File: config.mk
export PLATFORM = sky130hd
export DESIGN_NAME = cond_issue_ctrl_flat
export DESIGN_NICKNAME = d
export VERILOG_FILES = /design/src/rtl/cond_issue_if.sv /design/src/rtl/cond_issue_ctrl.sv /design/src/flat_wrapper.sv
export SDC_FILE = /design/constraint.sdc
export NUM_CORES = 1
export LEC_CHECK = 0
export CORE_MARGIN = 4
export CORE_UTILIZATION = 43
export CTS_CLUSTER_SIZE = 20
export DETAILED_ROUTE_END_ITERATION = 16
export PLACE_DENSITY = 0.75
export SETUP_SLACK_MARGIN = 0.15
export SKIP_CTS_REPAIR_TIMING = 1
export SLEW_MARGIN = 20
export SYNTH_ARGS = -nofsm -noshare
export SYNTH_HDL_FRONTEND = slang
export SYNTH_SLANG_ARGS = --single-unit
File: constraint.sdc
create_clock -name clk -period 3.05 [get_ports clk]
set_input_delay 0.61 -clock clk [delete_from_list [all_inputs] [get_ports clk]]
set_output_delay 0.61 -clock clk [all_outputs]
set_load 0.01 [all_outputs]
File: src/rtl/cond_issue_if.sv
// Bundles the instruction handshake, the ALU flag writeback and the issue/status outputs of cond_issue_ctrl.
// Handshake: an instruction transfers on a rising edge where in_valid && in_ready; in_ready never depends on in_valid.
interface cond_issue_if;
  logic       in_valid;
  logic       in_ready;
  logic [3:0] in_cond;
  logic       in_s;
  logic       flag_we;
  logic [3:0] flag_nzcv;
  logic       issue_valid;
  logic       issue_exec;
  logic       issue_s;
  logic [3:0] nzcv;
  logic [2:0] pend;
  logic [15:0] stall_cnt;
  logic       err;
  logic       fsm_state;

  modport slave (
    input  in_valid, in_cond, in_s, flag_we, flag_nzcv,
    output in_ready, issue_valid, issue_exec, issue_s, nzcv, pend, stall_cnt, err, fsm_state
  );

  modport master (
    output in_valid, in_cond, in_s, flag_we, flag_nzcv,
    input  in_ready, issue_valid, issue_exec, issue_s, nzcv, pend, stall_cnt, err, fsm_state
  );
endinterface

File: src/rtl/cond_issue_ctrl.sv
// Conditional-issue controller: holds NZCV, evaluates ARM conditions, stalls on in-flight flag setters.
// Optional macro COND_ISSUE_FWD_EN forwards the last pending flag writeback to a waiting instruction.
module cond_issue_ctrl #(
  parameter int unsigned MAX_PEND = 3
) (
  input  logic       clk,
  input  logic       rst,
  cond_issue_if.slave bus
);

  typedef enum logic [0:0] {S_RUN = 1'b0, S_WAIT = 1'b1} state_t;

  state_t      state, state_next;
  logic [3:0]  nzcv_q;
  logic [2:0]  pend_q;
  logic [15:0] stall_q;
  logic        err_q;
  logic        iss_valid_q, iss_exec_q, iss_s_q;

  logic        flag_dep, fwd, stall_a, stall_b, ready, accept;
  logic        exec, s_inc, flag_dec;
  logic [3:0]  eval_flags;

  function automatic logic cond_pass(input logic [3:0] c, input logic [3:0] f);
    logic n, z, cf, v;
    {n, z, cf, v} = f;
    case (c)
      4'b0000: cond_pass = z;
      4'b0001: cond_pass = !z;
      4'b0010: cond_pass = cf;
      4'b0011: cond_pass = !cf;
      4'b0100: cond_pass = n;
      4'b0101: cond_pass = !n;
      4'b0110: cond_pass = v;
      4'b0111: cond_pass = !v;
      4'b1000: cond_pass = cf && !z;
      4'b1001: cond_pass = !cf || z;
      4'b1010: cond_pass = (n == v);
      4'b1011: cond_pass = (n != v);
      4'b1100: cond_pass = !z && (n == v);
      4'b1101: cond_pass = z || (n != v);
      4'b1110: cond_pass = 1'b1;
      default: cond_pass = 1'b0;
    endcase
  endfunction

  assign flag_dep = (bus.in_cond[3:1] != 3'b111);

`ifdef COND_ISSUE_FWD_EN
  // The writeback retiring the last pending setter can feed a non-S instruction directly.
  assign fwd = (pend_q == 3'd1) && bus.flag_we && !bus.in_s;
`else
  assign fwd = 1'b0;
`endif

  assign stall_a    = flag_dep && (pend_q != 3'd0) && !fwd;
  assign stall_b    = bus.in_s && (pend_q == 3'(MAX_PEND)) && !bus.flag_we;
  assign ready      = !rst && !stall_a && !stall_b;
  assign accept     = bus.in_valid && ready;
  assign eval_flags = fwd ? bus.flag_nzcv : nzcv_q;
  assign exec       = cond_pass(bus.in_cond, eval_flags);
  assign s_inc      = accept && bus.in_s && exec;
  assign flag_dec   = bus.flag_we && (pend_q != 3'd0);

  always_comb begin
    state_next = state;
    case (state)
      S_RUN:   if (bus.in_valid && !ready) state_next = S_WAIT;
      S_WAIT:  if (ready || !bus.in_valid) state_next = S_RUN;
      default: state_next = S_RUN;
    endcase
  end

  always_ff @(posedge clk) begin
    if (rst) begin
      state       <= S_RUN;
      nzcv_q      <= 4'b0000;
      pend_q      <= 3'd0;
      stall_q     <= 16'd0;
      err_q       <= 1'b0;
      iss_valid_q <= 1'b0;
      iss_exec_q  <= 1'b0;
      iss_s_q     <= 1'b0;
    end else begin
      state       <= state_next;
      iss_valid_q <= accept;
      iss_exec_q  <= accept && exec;
      iss_s_q     <= s_inc;
      if (bus.flag_we) begin
        if (pend_q != 3'd0) nzcv_q <= bus.flag_nzcv;
        else                err_q  <= 1'b1;
      end
      if (s_inc && !flag_dec)      pend_q <= pend_q + 3'd1;
      else if (flag_dec && !s_inc) pend_q <= pend_q - 3'd1;
      if (state == S_WAIT && stall_q != 16'hFFFF) stall_q <= stall_q + 16'd1;
    end
  end

  assign bus.in_ready    = ready;
  assign bus.issue_valid = iss_valid_q;
  assign bus.issue_exec  = iss_exec_q;
  assign bus.issue_s     = iss_s_q;
  assign bus.nzcv        = nzcv_q;
  assign bus.pend        = pend_q;
  assign bus.stall_cnt   = stall_q;
  assign bus.err         = err_q;
  assign bus.fsm_state   = (state == S_WAIT);

endmodule

File: src/flat_wrapper.sv
// flat-port wrapper written by rule: the top's interface ports become plain ports
module cond_issue_ctrl_flat 
#(
  parameter int unsigned MAX_PEND = 3
)
  (clk, rst, bus_in_valid, bus_in_cond, bus_in_s, bus_flag_we, bus_flag_nzcv, bus_in_ready, bus_issue_valid, bus_issue_exec, bus_issue_s, bus_nzcv, bus_pend, bus_stall_cnt, bus_err, bus_fsm_state);
  cond_issue_if bus_i ();
  input  logic clk;
  input  logic rst;
  input wire logic [$bits(bus_i.in_valid)-1:0] bus_in_valid;
  input wire logic [$bits(bus_i.in_cond)-1:0] bus_in_cond;
  input wire logic [$bits(bus_i.in_s)-1:0] bus_in_s;
  input wire logic [$bits(bus_i.flag_we)-1:0] bus_flag_we;
  input wire logic [$bits(bus_i.flag_nzcv)-1:0] bus_flag_nzcv;
  output wire logic [$bits(bus_i.in_ready)-1:0] bus_in_ready;
  output wire logic [$bits(bus_i.issue_valid)-1:0] bus_issue_valid;
  output wire logic [$bits(bus_i.issue_exec)-1:0] bus_issue_exec;
  output wire logic [$bits(bus_i.issue_s)-1:0] bus_issue_s;
  output wire logic [$bits(bus_i.nzcv)-1:0] bus_nzcv;
  output wire logic [$bits(bus_i.pend)-1:0] bus_pend;
  output wire logic [$bits(bus_i.stall_cnt)-1:0] bus_stall_cnt;
  output wire logic [$bits(bus_i.err)-1:0] bus_err;
  output wire logic [$bits(bus_i.fsm_state)-1:0] bus_fsm_state;
  assign bus_i.in_valid = bus_in_valid;
  assign bus_i.in_cond = bus_in_cond;
  assign bus_i.in_s = bus_in_s;
  assign bus_i.flag_we = bus_flag_we;
  assign bus_i.flag_nzcv = bus_flag_nzcv;
  assign bus_in_ready = bus_i.in_ready;
  assign bus_issue_valid = bus_i.issue_valid;
  assign bus_issue_exec = bus_i.issue_exec;
  assign bus_issue_s = bus_i.issue_s;
  assign bus_nzcv = bus_i.nzcv;
  assign bus_pend = bus_i.pend;
  assign bus_stall_cnt = bus_i.stall_cnt;
  assign bus_err = bus_i.err;
  assign bus_fsm_state = bus_i.fsm_state;
  cond_issue_ctrl #(.MAX_PEND(MAX_PEND)) u_core (.clk(clk), .rst(rst), .bus(bus_i));
endmodule
==> impl_metrics.yaml, run 1 <==
grt:
  grt_first_pass_wirelength_um: 6560
  grt_util_all_layers_pct: 18.2
  grt_max_degree: 28
  grt_pass1_vias: 1464
  grt_overflow: 0
  grt_antenna_before_repair: 0
route:
  num_vias: 1492
  drt-pass1-iter-count: 4
  drt_wl_total_um: 4090
  drtAntennaViolNets: 0
  drc: 0
  first_iter_violations: 78
  wl_per_cell_um: 15.0
  viasPerCell: 5.47
synthesis:
  synthDistinctLibCells: 51
  syn_nets: 193
  syn_inst: 177
  async_flop_share_pct: 0
  ys_ff_latch: 28
  synth.area.top_cells: "dfxtp_1 (36%), a21oi_1 (4.2%), xor2_1 (3.9%)"
  ys_seq_area_share_pct: 36.1
  synthFlopType: "dfxtp_1"
  yosysWarnings: 0
  synth_edf_count: 0
  synth_area_mm2: 0.00155
  netlist.area_leader.share_pct: 36.1
  avgSynthCellArea_um2: 8.77
  yosysTopAreaCell: "dfxtp_1"
die:
  std_cell_rows: 21
  die_area_mm2: 0.00464
  dieHeight_um: 68.1
  initial_core_util_pct: 45.5
  core_mm2: 0.00342
  die_w_um: 68.1
  io_pins: 42
layout:
  final_area_mm2: 0.00220
  seqCellArea_um2: 564
  drive_gt1_share_pct: 19.8
  multi_input_area_um2: 975
  synthToLayoutAreaGrowth_pct: 41.7
  final_util_pct: 64.4
  nFillCells: 290
  stdcell_count: 273
  antennaDiodeCount: 0
  finalNetCount: 244
placement:
  dp_cells: 268
  port_buffers: 41
  dpl_cell_area_mm2: 0.00206
  hpwl_um: 2930
  gp_congestion: 0.761
sta:
  tightest_slew_ns: 0.431
  setup_violations: 0
  fin_crit_sh_pct: 94.0
  grt_setup_unrepaired: "yes"
  fin_skew_ns: 0.0141
  holdWs_ns: 0.496
  hold_violations: 0
  finalCriticalPeriod_ns: 2.87
  max_slew_margin_pct: 71.1
  drv_slew: 0
  fmax_ghz: 0.349
clocking:
  clock-root-buffer: "clkbuf_4"
  clk_path_buf_depth: 2
  htreeDepth: 1
  cts_made_buffers: 3
  cts_sinks: 28
  clk_latency_ns: 0.35
  clk_transition_reported_paths_ns: 0.15
  cts_tree: "done"
critical_path:
  critPathLaunchType: "input pin"
  r2r_cells: 10
  critical_path_required_ns: 3.33
  worstPathArrival_ns: 3.15
  cp-end-kind: "flop"
  worstSetupPathType: "in2reg"
  path_max_fanout: 6
hold_path:
  min_path_type: "reg2reg"
  hold_depth: 2
power_and_ir_drop:
  power.switching_uw: 406
  power_frac_seq_pct: 39.4
  p_clk_share_pct: 20.7
  power_leakage_uw: 0.000832
  internal-power_uw: 806
  power.density_mw_per_mm2: 551
  power.share.switching_pct: 33.5
  p_comb_share_pct: 39.8
  peakVddDrop_mv: 0.337
status:
  status: "completed"
job:
  maxCapViolCount: 0
[Yosys cell counts, drive strengths merged (3+ instances only)]
cell and n:
dfxtp 28, nor2 16, nand2 15, a21oi 13, nand3 12, nor3 7
o21ai 7, xor2 7, buf 5, inv 5, nor2b 5, or3 5
clkbuf 4, mux2i 4, nand4 3, xnor2 3
[per-layer routing]
metal  wire (um)  track usage (%)  up-vias
met5           0                0        -
met4          47             5.71        0
met3         192             2.30        5
met2        2100             31.6       36
met1        1760             23.2      707
li1            -                -      744
[critical path, cell delays in order]
cell and delay, ns:
dlymetal6s2s_1 0.16, buf_4 0.17, and3b_1 0.18, a22oi_2 0.17, xnor2_2 0.16, a2111oi_4 0.11, nor4b_2 0.30, ha_2 0.23
inv_1 0.05, fa_2 0.33, xor2_1 0.16, or3_1 0.39, a21oi_2 0.11
[through the flow]
step	setup WS (ns)	TNS (ns)	total power (uW)
after floorplan	0.0533	0	719
after global routing	0.0405	0	1280
after detailed placement	-0.504	-0.827	929
after CTS	-0.185	-0.185	1180
final	0.184	0	1210
after global placement	-0.341	-0.494	908
[registers in the layout, indices dropped and copies added, names as in the netlist]
register / count
u_core.bus.pend: 3
u_core.bus.issue_exec: 1
u_core.bus.fsm_state: 1
u_core.bus.issue_valid: 1
u_core.bus.nzcv: 4
u_core.bus.stall_cnt: 16
u_core.bus.issue_s: 1
u_core.bus.err: 1
[cell type report]
type                       instances  share of cell area, %
multi-input combinational        135                   44.3
sequential                        28                   25.7
timing repair buffer              55                   24.2
tap                               46                   2.62
clock inverter                     1                   1.37
clock buffer                       3                   1.02
inverter                           5                  0.853
[path summary, 6_finish.rpt]
check                                    endpoint                            start  slack, ns
setup / recovery  u_core.bus.pend[2]$_SDFFE_PP0P_                   bus_in_cond[2]       0.18
hold / removal        u_core.bus.err$_SDFFE_PP0P_      u_core.bus.err$_SDFFE_PP0P_       0.50
setup reg to reg  u_core.bus.pend[2]$_SDFFE_PP0P_  u_core.bus.nzcv[0]$_SDFFE_PP0P_       0.23
hold reg to reg       u_core.bus.err$_SDFFE_PP0P_      u_core.bus.err$_SDFFE_PP0P_       0.50
[power groups by stage]
stage | clock, uW | combinational [uW] | sequential (uW)
after detailed placement | 0 | 447 | 481
after CTS | 252 | 455 | 474
final | 251 | 483 | 478
after global placement | 0 | 431 | 478
after global routing | 268 | 531 | 485
after floorplan | 0 | 227 | 492
[cells by family (layout without fill, tap and decap cells)]
| logic type | Yosys count | count (layout) | share of synthesized area [%] |
|---|---|---|---|
| muxes | 6 | 6 | 4.03 |
| and+or+nand+nor | 83 | 83 | 31.6 |
| xor gates and xnor gates | 10 | 10 | 5.64 |
| AOI/OAI and AO/OA | 33 | 33 | 14.5 |
| buffers and inverters | 14 | 64 | 5.24 |
| DFF | 28 | 28 | 36.1 |
| adders and majority gates | 3 | 3 | 2.90 |
[cell usage in the layout (no fill, tap or decap), types with 4 or more instances in the layout]
| cell | instances |
|---|---|
| clkdlybuf4s50_1 | 36 |
| dfxtp_1 | 25 |
| nor2_1 | 16 |
| nand2_1 | 15 |
| buf_4 | 13 |
| a21oi_1 | 11 |
| nand3_1 | 10 |
| xor2_1 | 7 |
| nor3_1 | 7 |
| inv_1 | 5 |
| or3_1 | 5 |
| dlymetal6s2s_1 | 5 |
| nor2b_1 | 4 |
| mux2i_1 | 4 |
| o21ai_0 | 4 |
Power figures use the tool's default switching activity.
==> run 2, diff against run 1 <==
PLACE_DENSITY = 0.73   (was 0.75)
SKIP_LAST_GASP = 1   (was not set)
==> run 2 against run 1 <==
Against the previous run:
- worst hold slack better by 0.0066 ns
- clock skew fell by 0.0039 ns
- routed wire length decreased by 5.0%
- clock-buffer cell count grew 1
- design area down 2.0%
- die area unchanged
- utilization decreased by 1.3 points
- cell count is 0.37% lower
- sequential share of layout area up 0.35 points
- flip-flop and latch count is the same
- non-clock buffer count down 1
- clock power shrank 26%
- highest routed layer unchanged
==> impl_metrics.yaml, run 2 (same netlist as run 1, synthesis figures left out) <==
sta:
  tightest_slew_ns: 0.441
  setup_ws_ns: 0.176
  max_slew_margin_pct: 70.4
  hold_violations: 0
  setup_violations: 0
  fin_skew_ns: 0.0102
  fmax_ghz: 0.348
  drv_slew: 0
  fin_crit_sh_pct: 94.2
  finalCriticalPeriod_ns: 2.87
  grt_setup_unrepaired: "yes"
power_and_ir_drop:
  p_comb_share_pct: 40.8
  peakVddDrop_mv: 0.290
  power_frac_seq_pct: 42.5
  power.total_uw: 1120
  power.share.switching_pct: 34.6
  internal-power_uw: 729
  power_leakage_uw: 0.000811
  power.density_mw_per_mm2: 518
  p_clk_share_pct: 16.7
  power.switching_uw: 386
critical_path:
  path_max_fanout: 6
  regToRegSetupSlack_ns: 0.27
  worstReg2RegStart: "u_core.bus.nzcv[3]$_SDFFE_PP0P_"
  worstPathArrival_ns: 3.16
  crit_start: "bus_in_cond[2]"
  r2r_cells: 10
  critPathLaunchType: "input pin"
  worstSetupPathType: "in2reg"
  cp-end-kind: "flop"
  critical_path_required_ns: 3.34
  worst_r2r_endpoint: "u_core.bus.pend[2]$_SDFFE_PP0P_"
layout:
  seqCellArea_um2: 561
  antennaDiodeCount: 0
  finalNetCount: 243
  final_cell_mix: "clkdlybuf4s50_1 (36), dfxtp_1 (28), nor2_1 (16), nand2_1 (15)"
  nFillCells: 317
  layout.cells.most_common: "clkdlybuf4s50_1"
  multi_input_area_um2: 958
  largest_reg_flops: 16
  final_area_mm2: 0.00216
  synthToLayoutAreaGrowth_pct: 38.8
  drive_gt1_share_pct: 16.8
hold_path:
  min_to: "u_core.bus.err$_SDFFE_PP0P_"
  hold_depth: 2
  worstHoldStart: "u_core.bus.err$_SDFFE_PP0P_"
  min_path_type: "reg2reg"
job:
  maxCapViolCount: 0
route:
  drt-pass1-iter-count: 5
  drc: 0
  wl_per_cell_um: 14.3
  viasPerCell: 5.50
  drtAntennaViolNets: 0
  num_vias: 1497
  drt_wl_total_um: 3890
  first_iter_violations: 47
die:
  die_w_um: 68.1
  core_mm2: 0.00342
  io_pins: 42
  initial_core_util_pct: 45.5
  die_area_mm2: 0.00464
  dieHeight_um: 68.1
  std_cell_rows: 21
clocking:
  cts_made_buffers: 3
  clk_transition_reported_paths_ns: 0.16
  clock-root-buffer: "clkbuf_4"
  cts_tree: "done"
  clk_path_buf_depth: 2
  cts_sinks: 28
  clk_latency_ns: 0.34
  htreeDepth: 1
status:
  status: "completed"
placement:
  dpl_cell_area_mm2: 0.00205
  hpwl_um: 2960
  port_buffers: 41
  gp_congestion: 0.762
  dp_slack_ns: -0.476
grt:
  grt_overflow: 0
  grt_pass1_vias: 1362
  grt_util_all_layers_pct: 17.7
  grt_first_pass_wirelength_um: 6270
  grt_antenna_before_repair: 0
  grt_max_degree: 28
[run 2: changes by cell type in the layout (fill, tap and decap cells not counted)]
cell       change
dfxtp_1        +3
dfxtp_2        -3
a21oi_1        +1
a21oi_2        -1
a22oi_1        +1
a22oi_2        -1
buf_4          -1
bufinv_16      -1
clkbuf_8       +1
o21ai_0        +1
o21ai_1        -1
xnor2_1        +1
xnor2_2        -1
[run 2: layer usage]
metal,track usage (%),share of wire (%)
met5,0,0
met4,5.96,1.6
met2,30.6,51
met1,22.1,43
met3,2.96,4.5
[run 2: worst max-delay path by stage]
stage | endpoint | slack (ns) | cells past startpoint
finish | u_core.bus.pend[2]$_SDFFE_PP0P_ | 0.18 | 13
global route | u_core.bus.pend[2]$_SDFFE_PP0P_ | 0.06 | 13
CTS | u_core.bus.pend[2]$_SDFFE_PP0P_ | -0.12 | 11
detailed placement | u_core.bus.pend[2]$_SDFFE_PP0P_ | -0.48 | 11
global placement | u_core.bus.pend[2]$_SDFFE_PP0P_ | -0.35 | 11
floorplan | u_core.bus.pend[2]$_SDFFE_PP0P_ | 0.05 | 11
[run 2: layout make-up]
type	count	area share, %
repair buffers	54	24.3
inverters	5	0.871
multi-input cells	135	44.5
flip-flops and latches	28	26.0
clock buffers	4	1.68
well taps	46	2.67
[run 2: critical path: stages]
cell	delay, ns
dlymetal6s2s_1	0.16
buf_4	0.17
and3b_1	0.17
a22oi_1	0.21
xnor2_1	0.20
a2111oi_4	0.12
nor4b_2	0.30
ha_2	0.23
inv_1	0.05
fa_2	0.33
xor2_1	0.15
or3_1	0.32
a21oi_1	0.14
[run 2: power by group through the flow]
stage / Clock [uW] / Combinational, uW / Sequential [uW]
2_1_floorplan: 0 / 227 / 492
3_3_place_gp: 0 / 427 / 477
3_5_place_dp: 0 / 439 / 483
4_1_cts: 191 / 443 / 475
5_1_grt: 208 / 499 / 484
6_report: 186 / 455 / 474
[run 2: stage by stage]
step	std cells	hold slack, ns	TNS [ns]	util (%)
after floorplan	177	0.502	0	-
after global placement	267	0.452	-0.462	60.1
after detailed placement	267	0.471	-0.669	60.1
after CTS	271	0.506	-0.140	61.2
after global routing	272	0.547	0	63.1
final	272	0.503	0	63.1
